## config.mk

```make
export PLATFORM = sky130hd
export DESIGN_NAME = bit_serializer_flat
export DESIGN_NICKNAME = d
export VERILOG_FILES = /design/src/rtl/bit_serializer_pkg.sv /design/src/rtl/bit_serializer_if.sv /design/src/rtl/bit_rate_divider.sv /design/src/rtl/bit_serializer.sv /design/src/flat_wrapper.sv
export SDC_FILE = /design/constraint.sdc
export NUM_CORES = 1
export LEC_CHECK = 0
export CORE_MARGIN = 2
export CORE_UTILIZATION = 45
export DETAILED_ROUTE_END_ITERATION = 6
export PLACE_DENSITY_LB_ADDON = 0.3
export SLEW_MARGIN = 30
export SYNTH_ARGS = -nofsm -noshare
export SYNTH_HDL_FRONTEND = slang
export SYNTH_SLANG_ARGS = --single-unit
```

## constraint.sdc

```tcl
create_clock -name clk -period 2.37 [get_ports clk]
set_input_delay 0.474 -clock clk [delete_from_list [all_inputs] [get_ports clk]]
set_output_delay 0.474 -clock clk [all_outputs]
set_load 0.01 [all_outputs]
```

## src/rtl/bit_serializer_pkg.sv

```systemverilog
// Shared types and width helpers for the bit serializer.
// Latency: n/a (types and constant functions only).
// Backpressure: n/a.
package bit_serializer_pkg;

    // FSM encoding; PARITY is only entered when the parity bit is compiled in.
    typedef enum logic [1:0] {
        IDLE   = 2'd0,
        SHIFT  = 2'd1,
        PARITY = 2'd2
    } ser_state_e;

    // Bit counter width: indexes 0..width-1.
    function automatic int cnt_width(input int width);
        return $clog2(width);
    endfunction

    // Divider counter width: holds 0..div-1, never narrower than one bit.
    function automatic int div_width(input int div);
        return $clog2(div) + 1;
    endfunction

endpackage

```

## src/rtl/bit_serializer_if.sv

```systemverilog
// Load handshake and serial-stream bundle between a word producer, the serializer and a bit consumer.
// Latency: n/a (wiring only).
// Backpressure: load_valid/load_ready; the serial side has no backpressure.
// Signals: load_valid/load_data/load_ready (word in), bit_out/bit_valid/last_bit (stream out), busy.
interface bit_serializer_if #(
    parameter int WIDTH = 8
);
    logic             load_valid;
    logic [WIDTH-1:0] load_data;
    logic             load_ready;
    logic             bit_out;
    logic             bit_valid;
    logic             last_bit;
    logic             busy;

    // Producer/consumer side.
    modport master (
        output load_valid, load_data,
        input  load_ready, bit_out, bit_valid, last_bit, busy
    );

    // Serializer side.
    modport slave (
        input  load_valid, load_data,
        output load_ready, bit_out, bit_valid, last_bit, busy
    );
endinterface

```

## src/rtl/bit_rate_divider.sv

```systemverilog
// Bit-period tick generator: tick is high on the last cycle of every DIV-cycle period.
// Latency: after restart the first tick arrives DIV cycles later (same cycle when DIV=1).
// Backpressure: none; synchronous restart realigns the period to the next cycle.
// Ports: clk, rst_n, restart (in), tick (out).
module bit_rate_divider
    import bit_serializer_pkg::*;
#(
    parameter int DIV = 1
) (
    input  logic clk,
    input  logic rst_n,
    input  logic restart,
    output logic tick
);

    localparam int              DIV_W = div_width(DIV);
    localparam logic [DIV_W-1:0] TOP  = DIV_W'(DIV - 1);

    logic [DIV_W-1:0] cnt_q;

    assign tick = (cnt_q == TOP);

    always_ff @(posedge clk or negedge rst_n) begin
        if (!rst_n) begin
            cnt_q <= '0;
        end else if (restart || tick) begin
            cnt_q <= '0;
        end else begin
            cnt_q <= cnt_q + 1'b1;
        end
    end

endmodule

```

## src/rtl/bit_serializer.sv

```systemverilog
// Parallel-to-serial converter: one WIDTH-bit word out as WIDTH bits (plus optional even parity bit).
// Latency: word accepted at an edge drives its first bit right after that edge; each bit lasts DIV cycles.
// Backpressure: load_ready only in IDLE or on last_bit, so back-to-back words stream without gaps.
// Ports: clk, rst_n, bus (slave: load_valid/load_data/load_ready, bit_out/bit_valid/last_bit/busy).
// Option: define BIT_SERIALIZER_PARITY_EN to append an even-parity bit after the data bits.
module bit_serializer
    import bit_serializer_pkg::*;
#(
    parameter int WIDTH     = 8,
    parameter int DIV       = 1,
    parameter bit MSB_FIRST = 1'b1
) (
    input  logic            clk,
    input  logic            rst_n,
    bit_serializer_if.slave bus
);

    localparam int               CNT_W    = cnt_width(WIDTH);
    localparam logic [CNT_W-1:0] LAST_IDX = CNT_W'(WIDTH - 1);

    ser_state_e       state_q, state_d;
    logic [WIDTH-1:0] sr_q, sr_d;
    logic [CNT_W-1:0] bit_cnt_q, bit_cnt_d;
    logic             bit_out_q, bit_out_d;
    logic             bit_valid_q;
    logic             tick;
    logic             accept;
    logic             last_data;
    logic             last_bit;
    logic             load_ready;

`ifdef BIT_SERIALIZER_PARITY_EN
    logic             par_q, par_d;
`endif

    bit_rate_divider #(
        .DIV (DIV)
    ) u_div (
        .clk     (clk),
        .rst_n   (rst_n),
        .restart (accept),
        .tick    (tick)
    );

    // Final cycle of the final data bit.
    assign last_data = (state_q == SHIFT) && tick && (bit_cnt_q == LAST_IDX);

`ifdef BIT_SERIALIZER_PARITY_EN
    assign last_bit = (state_q == PARITY) && tick;
`else
    assign last_bit = last_data;
`endif

    // Accepting on last_bit reloads in the same edge that would end the word.
    assign load_ready = (state_q == IDLE) || last_bit;
    assign accept     = bus.load_valid && load_ready;

    // Next-state logic.
    always_comb begin
        state_d = state_q;
        case (state_q)
            IDLE: begin
                if (accept) state_d = SHIFT;
            end
            SHIFT: begin
                if (last_data) begin
`ifdef BIT_SERIALIZER_PARITY_EN
                    state_d = PARITY;
`else
                    state_d = accept ? SHIFT : IDLE;
`endif
                end
            end
`ifdef BIT_SERIALIZER_PARITY_EN
            PARITY: begin
                if (tick) state_d = accept ? SHIFT : IDLE;
            end
`endif
            default: state_d = IDLE;
        endcase
    end

    // Shift register / bit counter next values.
    always_comb begin
        sr_d      = sr_q;
        bit_cnt_d = bit_cnt_q;
`ifdef BIT_SERIALIZER_PARITY_EN
        par_d     = par_q;
`endif
        if (accept) begin
            sr_d      = bus.load_data;
            bit_cnt_d = '0;
`ifdef BIT_SERIALIZER_PARITY_EN
            par_d     = ^bus.load_data;
`endif
        end else if ((state_q == SHIFT) && tick) begin
            sr_d      = MSB_FIRST ? {sr_q[WIDTH-2:0], 1'b0} : {1'b0, sr_q[WIDTH-1:1]};
            bit_cnt_d = last_data ? '0 : bit_cnt_q + 1'b1;
        end
    end

    // The serial output is registered: decode what the line carries in the next state.
    always_comb begin
        bit_out_d = 1'b0;
        case (state_d)
            SHIFT:   bit_out_d = MSB_FIRST ? sr_d[WIDTH-1] : sr_d[0];
`ifdef BIT_SERIALIZER_PARITY_EN
            PARITY:  bit_out_d = par_d;
`endif
            default: bit_out_d = 1'b0;
        endcase
    end

    always_ff @(posedge clk or negedge rst_n) begin
        if (!rst_n) begin
            state_q     <= IDLE;
            sr_q        <= '0;
            bit_cnt_q   <= '0;
            bit_out_q   <= 1'b0;
            bit_valid_q <= 1'b0;
`ifdef BIT_SERIALIZER_PARITY_EN
            par_q       <= 1'b0;
`endif
        end else begin
            state_q     <= state_d;
            sr_q        <= sr_d;
            bit_cnt_q   <= bit_cnt_d;
            bit_out_q   <= bit_out_d;
            bit_valid_q <= (state_d != IDLE);
`ifdef BIT_SERIALIZER_PARITY_EN
            par_q       <= par_d;
`endif
        end
    end

    assign bus.load_ready = load_ready;
    assign bus.bit_out    = bit_out_q;
    assign bus.bit_valid  = bit_valid_q;
    assign bus.last_bit   = last_bit;
    assign bus.busy       = (state_q != IDLE);

endmodule

```

## src/flat_wrapper.sv

```systemverilog
// flat-port wrapper written by rule: the top's interface ports become plain ports
module bit_serializer_flat import bit_serializer_pkg::*;
#(
    parameter int WIDTH     = 8,
    parameter int DIV       = 1,
    parameter bit MSB_FIRST = 1'b1
)
  (clk, rst_n, bus_load_valid, bus_load_data, bus_load_ready, bus_bit_out, bus_bit_valid, bus_last_bit, bus_busy);
  bit_serializer_if #(.WIDTH(WIDTH)) bus_i ();
  input  logic clk;
  input  logic rst_n;
  input wire logic [$bits(bus_i.load_valid)-1:0] bus_load_valid;
  input wire logic [$bits(bus_i.load_data)-1:0] bus_load_data;
  output wire logic [$bits(bus_i.load_ready)-1:0] bus_load_ready;
  output wire logic [$bits(bus_i.bit_out)-1:0] bus_bit_out;
  output wire logic [$bits(bus_i.bit_valid)-1:0] bus_bit_valid;
  output wire logic [$bits(bus_i.last_bit)-1:0] bus_last_bit;
  output wire logic [$bits(bus_i.busy)-1:0] bus_busy;
  assign bus_i.load_valid = bus_load_valid;
  assign bus_i.load_data = bus_load_data;
  assign bus_load_ready = bus_i.load_ready;
  assign bus_bit_out = bus_i.bit_out;
  assign bus_bit_valid = bus_i.bit_valid;
  assign bus_last_bit = bus_i.last_bit;
  assign bus_busy = bus_i.busy;
  bit_serializer #(.WIDTH(WIDTH), .DIV(DIV), .MSB_FIRST(MSB_FIRST)) u_core (.clk(clk), .rst_n(rst_n), .bus(bus_i));
endmodule
```

==> reports/results.txt, run 1 <==
Status -> complete, no violations
CTS Root Cell -> clkbuf_4
Total congestion overflow -> 0
Mux contribution to synthesized area -> 22.1%
Clock Skews -> 0.00489 ns
Final hold violation count -> 0
Via Count -> 492
Final net count -> 90
Max-slew violation count -> 0
Min cycle time layout -> 2.19 ns
CP max-delay cell -> clkdlybuf4s50_1
Crit path cell chain -> ha_1, ha_1, and2_1, clkdlybuf4s50_1
Vias in the first global route -> 497
FF+latch count, synth -> 16
Final setup TNS -> 0 ns
Die X -> 45.1 um
Combinational family with the most area after synthesis -> multiplexers
Drt initial violations -> 4
Pre-CTS setup slack -> 0.356 ns
CTS buffer count -> 3
GRT Total Usage -> 14.7%
Compound-cell area share of the yosys netlist -> 7.26%
Largest net degree at the start of global routing -> 17
Crit. End Element -> output port
Layout area overhead -> 26.9%
Slew HR -> 54.4%
CTS tree -> done
Worst-path clk slew -> 0.10 ns
CP max stage delay -> 0.47 ns
Cell area power density -> 679 nW/um^2
Post-Synth Simple-Gate Area -> 11.4%
Initial core utilization -> 49.2%
Synth Area in Adders -> 3.30%
Diode count -> 0
Deepest clock path buffer count -> 2
Worst EP arrival -> 1.72 ns
Worst-Margin Slew -> 0.682 ns
Routability Congestion -> 0.710
Final setup violation count -> 0
Port Buf Inserts -> 15
Synth Area in XOR/XNOR -> 0%
Core area -> 1540 sq um
MaxCap Viol Count -> 0
Die area -> 2030 sq um
Fill count -> 123
Area contributors post-synth -> dfrtp_1 53%, mux2_2 15%, mux2_1 5.9%
CP Launch Type -> register
Drt wl/cell -> 12.7 um
Post-synth top area cell -> dfrtp_1
ANT nets after route -> 0
Post-synth top area share -> 52.8%
Worst EP required -> 1.90 ns
First-pass GRT wire length -> 2.04 mm
Warnings from Yosys -> 0
Worst setup margin -> 0.177 ns
I/O pins -> 16
Achievable clock frequency -> 456 MHz
DR DRC count -> 0
Initial antenna violation count -> 0
Netlist cell types -> 20
Sink Count -> 16
Die span in y -> 45.1 um
HPWL Detailed -> 868 um
Post-CTS setup-driven buffer insertion count -> 0
Share of cells above drive strength 1 -> 22.4%
Cells after Synth -> 57
WL final -> 1.17 mm
Crit share post-route -> 92.5%
P_leak -> 0.431 nW
Worst skew pair latency -> 0.29 ns
Seq/Total Area, Yosys -> 52.8%
Critical path's most frequent cell -> ha_1
Hold Crit Class -> primary input to async pin
H-Tree Depth -> 1
Crit Path Max Fanout -> 4
Max VDD drop -> 0.440 mV
Vias per inst -> 5.35
Rows -> 14
Syn avg cell area -> 13.3 sq um
Post-Synthesis Cell Area -> 758 sq um
Critical path type -> register to output port
DR pass1 iterations -> 4
Unrepaired setup endpoints after global routing -> no
==> worst max-delay path, delay by kind of cell, from the launching register on <==
kind	cells	cell delay (ns)
buffers and inverters	1	0.47
AND/OR/NAND/NOR	1	0.15
flip-flops	1	0.40
adder cells (fa/ha/maj)	2	0.41
==> cell type report <==
cell class              count  area (sq um)  share of cell area, %
multi-input cells          39           342                   35.5
inverters                   1          3.75                  0.390
clock buffers               4          36.3                   3.77
well taps                  16          20.0                   2.08
flip-flops and latches     16           400                   41.6
repair buffers             16           160                   16.6
==> sequential cells by signal (all words and copies together) (netlist names) <==
name and flops:
u_core.sr_q 8, u_core.bus.bit_valid 1, u_core.bus.bit_out 1, u_core.u_div.cnt_q 1, u_core.state_q 2, u_core.bit_cnt_q 3
==> final timing paths <==
check | startpoint | end | slack (ns) | cells past startpoint
setup / recovery | u_core.bit_cnt_q[0] | bus_last_bit | 0.18 | 4
setup reg to reg | u_core.bit_cnt_q[0] | u_core.sr_q[4] | 0.54 | 5
hold / removal | rst_n | u_core.sr_q[5] | 0.59 | 1
hold reg to reg | u_core.sr_q[7] | u_core.sr_q[7] | 0.61 | 2
max in group asynchronous | rst_n | u_core.sr_q[0] | 1.34 | 1
min in group clk | u_core.sr_q[7] | u_core.sr_q[7] | 0.61 | 2
==> cell usage in the layout (no fill, tap or decap), drive strengths merged, types with 2 or more instances in the layout <==
master / netlist / final
clkbuf: 0 / 4
a21oi: 2 / 2
ha: 2 / 2
a32o: 2 / 2
and2: 2 / 2
clkdlybuf4s50: 0 / 14
mux2: 14 / 14
nor2b: 3 / 3
conb: 1 / 2
dfrtp: 16 / 16
nor2: 3 / 3
nand2b: 3 / 3
==> kinds of logic after synthesis <==
kind of cell	count (synthesis)
flops	16
mux	15
simple gates	13
compound gates	7
buf+inv	3
fa+ha+maj	2
other cells	1
==> layer usage <==
metal | GRT usage (%) | up-vias | part of all wire (%)
met1 | 17.1 | 238 | 44
met2 | 22.9 | 11 | 49
li1 | - | 239 | -
met5 | 0 | - | 0
met3 | 3.60 | 4 | 3.6
met4 | 11.8 | 0 | 2.5
==> what timing repair did <==
action / CTS / global route
gates resized for setup: 0 / 1
endpoints found under the setup margin: 0 / 1
hold buffers: 0 / 0
==> synth_stat cells <==
| library cell | count |
|---|---|
| mux2_1 | 4 |
| nor3b_4 | 1 |
| and2_1 | 2 |
| or2_2 | 1 |
| a2111oi_1 | 1 |
| conb_1 | 1 |
| ha_1 | 2 |
| a21oi_1 | 2 |
| buf_6 | 1 |
| buf_2 | 1 |
| a21o_1 | 1 |
| a32o_1 | 2 |
| nor2b_1 | 3 |
| mux2_2 | 10 |
| nor2_1 | 3 |
| dfrtp_1 | 16 |
| nand2b_1 | 3 |
| a211oi_1 | 1 |
| inv_1 | 1 |
| mux2i_1 | 1 |
==> metrics by stage <==
| step | utilization [%] | cell area, sq um | power [mW] | hold slack (ns) | std cells |
|---|---|---|---|---|---|
| 5_1_grt | 62.4 | 962 | 0.697 | 0.628 | 92 |
| 2_1_floorplan | - | 762 | 0.432 | 0.178 | 58 |
| 3_5_place_dp | 59.9 | 923 | 0.482 | 0.580 | 88 |
| 4_1_cts | 62.3 | 960 | 0.661 | 0.603 | 92 |
| 6_report | 62.4 | 962 | 0.654 | 0.590 | 92 |
| 3_3_place_gp | 59.9 | 923 | 0.475 | 0.570 | 88 |
==> where the power goes <==
part,switching [mW],internal [mW],total (mW)
sequential,0.0229,0.319,0.342
clock,0.0870,0.0936,0.181
combinational,0.0446,0.0862,0.131
total,0.154,0.499,0.654
Power figures use the tool's default switching activity.
==> inputs of run 2 (changes only) <==
--- a/config.mk
+++ b/config.mk
@@ -5,6 +5,7 @@
 export SDC_FILE = /design/constraint.sdc
 export NUM_CORES = 1
 export LEC_CHECK = 0
+export ABC_CLOCK_PERIOD_IN_PS = 2370
 export CORE_MARGIN = 2
 export CORE_UTILIZATION = 45
 export DETAILED_ROUTE_END_ITERATION = 6
==> results of run 2 <==
The final DEF is identical to that of run 1; final timing and power are the same.
